### src/rtl/adder2_seq_ctrl.sv
// adder2_seq_ctrl
// Digit-serial adder sequencer. Adds two WIDTH-bit operands plus a carry-in
// by streaming 2-bit digits, LSB first, through one external combinational
// 2-bit adder slice (adder2_b). The carry is chained through carry_r.
//
// Ports
//   clk, rst          clock, synchronous active-high reset
//   start             request, sampled only in IDLE
//   A, B, Cin         operands, latched on the accepting edge
//   busy              high in RUN and DONE
//   done              one-cycle pulse; S/Cout valid
//   S, Cout           registered result, held until next completion or reset
//   slice_A/B/Cin     digit operands and chained carry to the slice (0 unless RUN)
//   slice_S/Cout      combinational return from the slice
module adder2_seq_ctrl #(
  parameter int WIDTH = 8
) (
  input  logic             clk,
  input  logic             rst,
  input  logic             start,
  input  logic [WIDTH-1:0] A,
  input  logic [WIDTH-1:0] B,
  input  logic             Cin,
  output logic             busy,
  output logic             done,
  output logic [WIDTH-1:0] S,
  output logic             Cout,
  output logic [1:0]       slice_A,
  output logic [1:0]       slice_B,
  output logic             slice_Cin,
  input  logic [1:0]       slice_S,
  input  logic             slice_Cout
);

  localparam int N  = WIDTH / 2;
  localparam int IW = (N > 1) ? $clog2(N) : 1;

  typedef enum logic [1:0] {IDLE, RUN, DONE} state_t;

  state_t           state, state_nx;
  logic [IW-1:0]    idx;
  logic [WIDTH-1:0] a_r, b_r, sum_r;
  logic             carry_r;

  logic             last;
  logic [WIDTH-1:0] a_sh, b_sh, sum_nx;

  assign last = (idx == IW'(N - 1));
  assign busy = (state != IDLE);
  assign done = (state == DONE);

  // Current digit sits at the bottom of the shifted operand.
  assign a_sh = a_r >> {idx, 1'b0};
  assign b_sh = b_r >> {idx, 1'b0};

  // sum_r is cleared on accept and digits fill in order, so OR-ing the new
  // digit into its slot is the same as a part-select write.
  assign sum_nx = sum_r | (WIDTH'(slice_S) << {idx, 1'b0});

  always_ff @(posedge clk) begin
    if (rst) state <= IDLE;
    else     state <= state_nx;
  end

  always_comb begin
    state_nx  = state;
    slice_A   = 2'b00;
    slice_B   = 2'b00;
    slice_Cin = 1'b0;
    case (state)
      IDLE: if (start) state_nx = RUN;
      RUN: begin
        slice_A   = a_sh[1:0];
        slice_B   = b_sh[1:0];
        slice_Cin = carry_r;
        if (last) state_nx = DONE;
      end
      DONE:    state_nx = IDLE;
      default: state_nx = IDLE;
    endcase
  end

  always_ff @(posedge clk) begin
    if (rst) begin
      idx     <= '0;
      a_r     <= '0;
      b_r     <= '0;
      carry_r <= 1'b0;
      sum_r   <= '0;
      S       <= '0;
      Cout    <= 1'b0;
    end else begin
      case (state)
        IDLE: if (start) begin
          a_r     <= A;
          b_r     <= B;
          carry_r <= Cin;
          idx     <= '0;
          sum_r   <= '0;
        end
        RUN: begin
          sum_r   <= sum_nx;
          carry_r <= slice_Cout;
          idx     <= idx + 1'b1;
          if (last) begin
            S    <= sum_nx;
            Cout <= slice_Cout;
          end
        end
        default: ;
      endcase
    end
  end

endmodule

### config.mk
export PLATFORM = sky130hd
export DESIGN_NAME = adder2_seq_ctrl
export DESIGN_NICKNAME = d
export VERILOG_FILES = /design/src/rtl/adder2_seq_ctrl.sv
export SDC_FILE = /design/constraint.sdc
export NUM_CORES = 1
export LEC_CHECK = 0
export ABC_AREA = 1
export BUFFER_PORTS_ARGS = -buffer_cell sky130_fd_sc_hd__buf_2
export CAP_MARGIN = 20
export CORE_MARGIN = 8
export CORE_UTILIZATION = 52
export DETAILED_ROUTE_END_ITERATION = 16
export MAX_ROUTING_LAYER = met4
export PLACE_DENSITY = 0.86
export SLEW_MARGIN = 20
export SYNTH_ARGS = -nofsm -noshare
export SYNTH_HDL_FRONTEND = slang
export SYNTH_SLANG_ARGS = --single-unit
### constraint.sdc
create_clock -name clk -period 1.39 [get_ports clk]
set_input_delay 0.139 -clock clk [delete_from_list [all_inputs] [get_ports clk]]
set_output_delay 0.139 -clock clk [all_outputs]
set_load 0.005 [all_outputs]
==> results by group, run 1 <==
Route
  – Drt wl/cell: 12.2 um
  – Via count: 1574
  – ANT nets after route: 0
  – # DRC: 0
  – 1st-pass router iterations: 4
  – Routed wire length: 3.83 mm
  – DR iter-0 viols: 134
  – Vias per cell: 5.01

Critical path
  – CP arrival: 1350 ps
  – CP Class: reg -> out
  – CP Launch Type: register
  – CP Capture Type: output port
  – Critical Path Fanout Max: 4
  – Critical path data required time: 1250 ps

STA
  – Final Setup Violations: 4
  – Final worst-path cycle share: 107%
  – Worst Setup Slack, final: -96.1 ps
  – Final slew viol count: 0
  – Slew margin rel.: 67.4%
  – Min Tclk post-route: 1490 ps
  – Actual slew at the worst max-slew pin: 489 ps
  – Count of final hold-check violations: 0
  – Fmax: 673 MHz
  – RSZ-0062 raised after global routing: yes
  – Clock Skews: 11.4 ps

Logic synthesis
  – Yosys cell types: 21
  – Seq cells post-synth: 38
  – Synth Flop Type: dfxtp_1
  – Post-Syn Area: 0.00165 mm^2
  – Yosys top cell area share: 46.2%
  – Yosys warns: 0
  – Ys async rst share: 0%
  – EDFF count, synth: 0
  – Register area share after synthesis: 46.2%
  – Largest area contributor in the netlist: dfxtp_1
  – Synth cell count leaders: nor2_1 (70), dfxtp_1 (38), nand2_1 (35)
  – Synth top area cells: dfxtp_1 (46%), nor2_1 (16%), nand2_1 (8.0%)
  – Most frequent cell after synthesis: nor2_1
  – Gate Count Post-Synth: 226
  – Syn Nets: 250
  – Avg Inst Size Synth: 7.29 um^2

Global route
  – Number of global-route vias before repair: 1476
  – Initial antenna violation count: 0
  – Maximum number of pins on one net before global-route repair: 35
  – First-pass GRT wire length: 6.53 mm
  – GRT Util Overall: 16.0%
  – GR Overflow Total: 0

Power
  – Static Leakage: 0.968 nW
  – Max VDD drop: 0.704 mV
  – Overall Power: 2.20 mW
  – PD cells: 1090 mW/mm^2

CTS
  – CTS sink count: 38
  – CTS tree: yes
  – TritonCTS buffer count: 5
  – H-tree depth: 2
  – CTS Buffer Depth: 2
  – Root buf cell: clkbuf_4
  – Worst-path clk slew: 120 ps
  – Clk_lat worst skew: 350 ps

Placed design
  – Worst slack, placed: 59.0 ps
  – Placed Cells incl. Taps: 301
  – Port buffer count: 38
  – DP Area: 0.00185 mm^2
  – Post-DP HPWL: 2.62 mm
  – GPL Wtd Cong: 0.843

Floorplan
  – Die area: 0.00523 mm^2
  – Die Span Y: 72.3 um
  – Core area: 0.00303 mm^2
  – Ports: 39
  – Die width: 72.3 um
  – Effective utilization at floorplan: 54.4%
  – Core Rows: 20

Outcome
  – Status: finished with violations
  – Failing checks: setup timing

Cells and area
  – Area Overhead vs Synth: 22.3%
  – # diodes: 0
  – Core Util, Final: 66.6%
  – Filler instances: 283
  – Nets: 293
  – Non-Filler Instances: 314
  – Fraction of layout instances using a drive strength above 1: 28.1%
  – Post-route cell area: 0.00202 mm^2

Job
  – Max-cap viol count: 0

Min path
  – Worst hold path type: in -> reg
==> flip-flops by register name, indices dropped and copies added, names as in the netlist <==
register  flops
sum_r         8
b_r           8
Cout          1
S             8
state         2
a_r           8
idx           2
carry_r       1
==> cell type report <==
cell class / instances / area (um^2) / share of cell area (%)
Clock buffer: 8 / 78.8 / 3.91
Inverter: 11 / 51.3 / 2.55
Multi-Input combinational cell: 168 / 808 / 40.1
Sequential cell: 38 / 769 / 38.2
Tap cell: 44 / 55.1 / 2.73
Timing Repair Buffer: 45 / 253 / 12.5
==> cell usage in the layout, fill, tap and decap left out <==
cell,netlist,layout
nor2_1,70,66
nor2_2,2,5
buf_6,2,2
buf_2,4,38
inv_1,7,3
ha_1,1,1
clkbuf_4,0,5
dlygate4sd3_1,0,1
nor2_4,0,2
dfxtp_4,0,2
nand2_1,35,35
inv_2,2,5
o21ai_0,23,20
nand2_2,2,1
clkbuf_8,0,3
dfxtp_1,38,35
inv_4,1,2
dfxtp_2,0,1
o21bai_1,8,8
a21oi_1,14,13
o21ai_1,7,10
buf_4,2,4
nand3_1,2,2
nor2_8,2,2
a21oi_2,0,1
inv_6,1,1
nand2_4,1,2
==> report_power, final <==
part | switching, mW | internal, mW | total, mW
Combinational | 0.192 | 0.128 | 0.320
Sequential | 0.0363 | 1.14 | 1.18
Clock | 0.361 | 0.346 | 0.707
Total | 0.590 | 1.61 | 2.20
==> stage by stage <==
stage / hold WS [ps] / setup TNS [ps]
4_1_cts: 17.1 / -414
5_1_grt: 19.2 / -622
3_5_place_dp: 353 / 0
2_1_floorplan: 208 / 0
6_report: 15.5 / -257
3_3_place_gp: 353 / 0
==> critical path, stage by stage, from the launching register on <==
cell,delay [ps]
dfxtp_4,390
buf_6,120
nor2_2,30
nor2_1,110
o21ai_1,90
a21oi_1,130
buf_2,130
==> logic make-up after synthesis <==
family / Yosys count / share of synthesized area (%)
buf+inv: 21 / 6.91
flops: 38 / 46.2
compound gates: 52 / 17.0
fa+ha+maj: 1 / 0.759
simple gates: 114 / 29.2
==> per-layer routing <==
layer  global-route usage (%)  share of wire [%]  routed length [um]
met5                        -                  0                   0
met4                     7.71                1.8                  68
met3                     4.13                4.6                 175
met2                     25.2                 48                1820
met1                     18.6                 46                1770
==> timing repair <==
action                                  CTS  global route
hold buffers                              1             0
setup buffers                             2             1
hold endpoints to repair                  1             0
endpoints found under the setup margin    5             7
cloned                                    0             1
pin swaps                                 3             4
resized for setup                        11            11
==> worst paths after layout <==
check	slack [ps]	cells after the start	end	start
worst max register to register	160	7	S[0]	idx[0]
worst max-delay path	-100	6	slice_A[0]	idx[0]
worst min-delay path	20	3	a_r[6]	A[6]
worst min register to register	490	2	Cout	Cout
No activity file was read; power rests on OpenSTA's default activity.
==> run 2, diff against run 1 <==
--- a/config.mk
+++ b/config.mk
@@ -11,7 +11,6 @@
 export CORE_MARGIN = 8
 export CORE_UTILIZATION = 52
 export DETAILED_ROUTE_END_ITERATION = 16
-export MAX_ROUTING_LAYER = met4
 export PLACE_DENSITY = 0.86
 export SLEW_MARGIN = 20
 export SYNTH_ARGS = -nofsm -noshare
==> run 2 against run 1 <==
The flow still finishes with violations (setup timing). Final area did not move. Clock skew fell by 4.0 ps. Sequential share of layout area did not move. Critical endpoint unchanged. Sequential power barely moved. Worst hold slack improved by 6.0 ps. Cell count is the same.
==> results by group, run 2 (same netlist as run 1, synthesis figures left out) <==
Route
  – ANT nets after route: 0 (unchanged)
  – Routed wire length: 3.83 mm (-0.21%)
  – DR iter-0 viols: 112 (-16%)
  – Drt wl/cell: 12.2 um (-0.21%)
  – # DRC: 0 (unchanged)
  – 1st-pass router iterations: 4 (unchanged)
  – Vias per cell: 5.00 (-0.19%)
  – Via count: 1571 (-0.19%)

Floorplan
  – Ports: 39 (unchanged)
  – Effective utilization at floorplan: 54.4% (unchanged)
  – Die area: 0.00523 mm^2 (unchanged)
  – Core Rows: 20 (unchanged)
  – Die Span Y: 72.3 um (unchanged)
  – Core area: 0.00303 mm^2 (unchanged)
  – Die width: 72.3 um (unchanged)

Critical path
  – Critical path's slowest cell: dfxtp_4
  – Reg-to-Reg Start: idx[0]
  – CP cell instances: buf_6 -> nor2_2 -> nor2_1 -> o21ai_1 -> a21oi_1 -> buf_2
  – R2r endpoint: Cout
  – Buf/Inv on CP: 2 (unchanged)
  – Flop2flop setup slack: 150 ps (about the same)
  – Worst path max stage delay: 400 ps (about the same)
  – Critical path data required time: 1250 ps (about the same)
  – CP Launch Type: register
  – Critical Path Fanout Max: 4 (unchanged)
  – CP arrival: 1350 ps (about the same)
  – CP Capture Type: output port
  – Cells on worst reg2reg path: 8 (+1)
  – CP Class: reg -> out
  – Crit path max-delay family: flip-flops

Power
  – Static Leakage: 0.968 nW (unchanged)
  – PD cells: 1090 mW/mm^2 (-0.28%)
  – Max VDD drop: 0.703 mV (-0.13%)
  – Overall Power: 2.20 mW (-0.28%)

CTS
  – CTS tree: yes
  – Clk_lat worst skew: 340 ps (about the same)
  – H-tree depth: 2 (unchanged)
  – CTS Buffer Depth: 2 (unchanged)
  – CTS sink count: 38 (unchanged)
  – Worst-path clk slew: 110 ps (about the same)
  – TritonCTS buffer count: 5 (unchanged)
  – Root buf cell: clkbuf_4

STA
  – Actual slew at the worst max-slew pin: 486 ps (-2.42 ps)
  – Final Setup Violations: 4 (unchanged)
  – Worst Setup Slack, final: -103 ps (-7.11 ps)
  – Hold_ws: 21.5 ps (+6.04 ps)
  – Total negative slack: -261 ps (-3.51 ps)
  – Count of final hold-check violations: 0 (unchanged)
  – Slew margin rel.: 67.5% (+0.16 points)
  – Clock Skews: 7.40 ps (-4.00 ps)
  – Fmax: 670 MHz (-0.48%)
  – Min Tclk post-route: 1490 ps (+7.11 ps)
  – RSZ-0062 raised after global routing: yes
  – Final slew viol count: 0 (unchanged)
  – Final worst-path cycle share: 107% (+0.51 points)

Outcome
  – Status: finished with violations
  – Failing checks: setup timing

Cells and area
  – # diodes: 0 (unchanged)
  – Most frequent cells in the layout: nor2_1 (66), buf_2 (38), dfxtp_1 (35), nand2_1 (35), o21ai_0 (20)
  – Non-Filler Instances: 314 (unchanged)
  – Core Util, Final: 66.6% (unchanged)
  – Fraction of layout instances using a drive strength above 1: 28.1% (unchanged)
  – Area Overhead vs Synth: 22.3% (unchanged)
  – Nets: 293 (unchanged)
  – Commonest non-fill, non-tap cell in the layout: nor2_1

Global route
  – GR Overflow Total: 0 (unchanged)
  – Initial antenna violation count: 0 (unchanged)
  – Number of global-route vias before repair: 1480 (+0.27%)
  – Maximum number of pins on one net before global-route repair: 35 (unchanged)
  – GRT Util Overall: 15.6% (-0.42 points)
  – First-pass GRT wire length: 6.53 mm (-0.11%)

Placed design
  – Placed Cells incl. Taps: 301 (unchanged)
  – Port buffer count: 38 (unchanged)
  – GPL Wtd Cong: 0.831 (-1.5%)
  – Post-DP HPWL: 2.62 mm (unchanged)

Min path
  – Hold wc startpoint: A[6]
  – Worst hold path type: in -> reg
  – Worst hold endpoint: a_r[6]
  – Hold-critical path depth: 3 (unchanged)

Job
  – Max-cap viol count: 0 (unchanged)
-- run 2: cell counts in the layout (fill, tap and decap cells not counted) --
No cell type changed its count.
-- run 2: area by class of cell --
class / count / area [um^2]
fillers: 283 / 1010
multi-input cells: 168 / 808
flip-flops and latches: 38 / 769
repair buffers: 45 / 253
clock buffers: 8 / 78.8
well taps: 44 / 55.1
inverters: 11 / 51.3
-- run 2: through the flow --
step	area (um^2)	worst slack (ps)
floorplan	1650	261
global placement	1850	148
detailed placement	1850	59.0
CTS	1970	-114
global route	2020	-179
finish	2020	-103
-- run 2: layer usage --
layer  GRT usage (%)  up-vias  share of wire (%)
met1            18.4      698                 44
met4            7.71        0                1.8
met2            25.2       59                 48
met3            4.55        6                6.1
met5               0        -                  0
li1                -      808                  -
-- run 2: tightest hold or removal path, delay by kind of cell --
kind | cells | cell delay (ps)
AO/OA/AOI/OAI | 1 | 50
buffers and inverters | 1 | 70
AND/OR/NAND/NOR | 1 | 70
-- run 2: worst max-delay path by stage --
| stage | startpoint | endpoint | slack (ps) | depth (start not counted) |
|---|---|---|---|---|
| floorplan | idx[1] | S[1] | 260 | 6 |
| global placement | idx[1] | slice_A[0] | 150 | 5 |
| detailed placement | idx[1] | slice_A[0] | 60 | 5 |
| CTS | idx[0] | slice_A[0] | -110 | 6 |
| global route | idx[0] | slice_B[0] | -180 | 6 |
| finish | idx[0] | slice_A[0] | -100 | 6 |
-- run 2: what timing repair did --
action	in CTS	in global routing
endpoints found under the hold margin	1	0
buffers inserted	2	1
setup endpoints to repair	5	7
hold buffers	1	0
gates cloned	0	1
gates resized for setup	11	11
pin swaps	3	4
-- run 2: report_power, final --
group | internal, mW | leakage (nW) | switching (mW)
logic | 0.128 | 0.611 | 0.192
clock network | 0.346 | 0.0446 | 0.355
registers | 1.14 | 0.312 | 0.0366
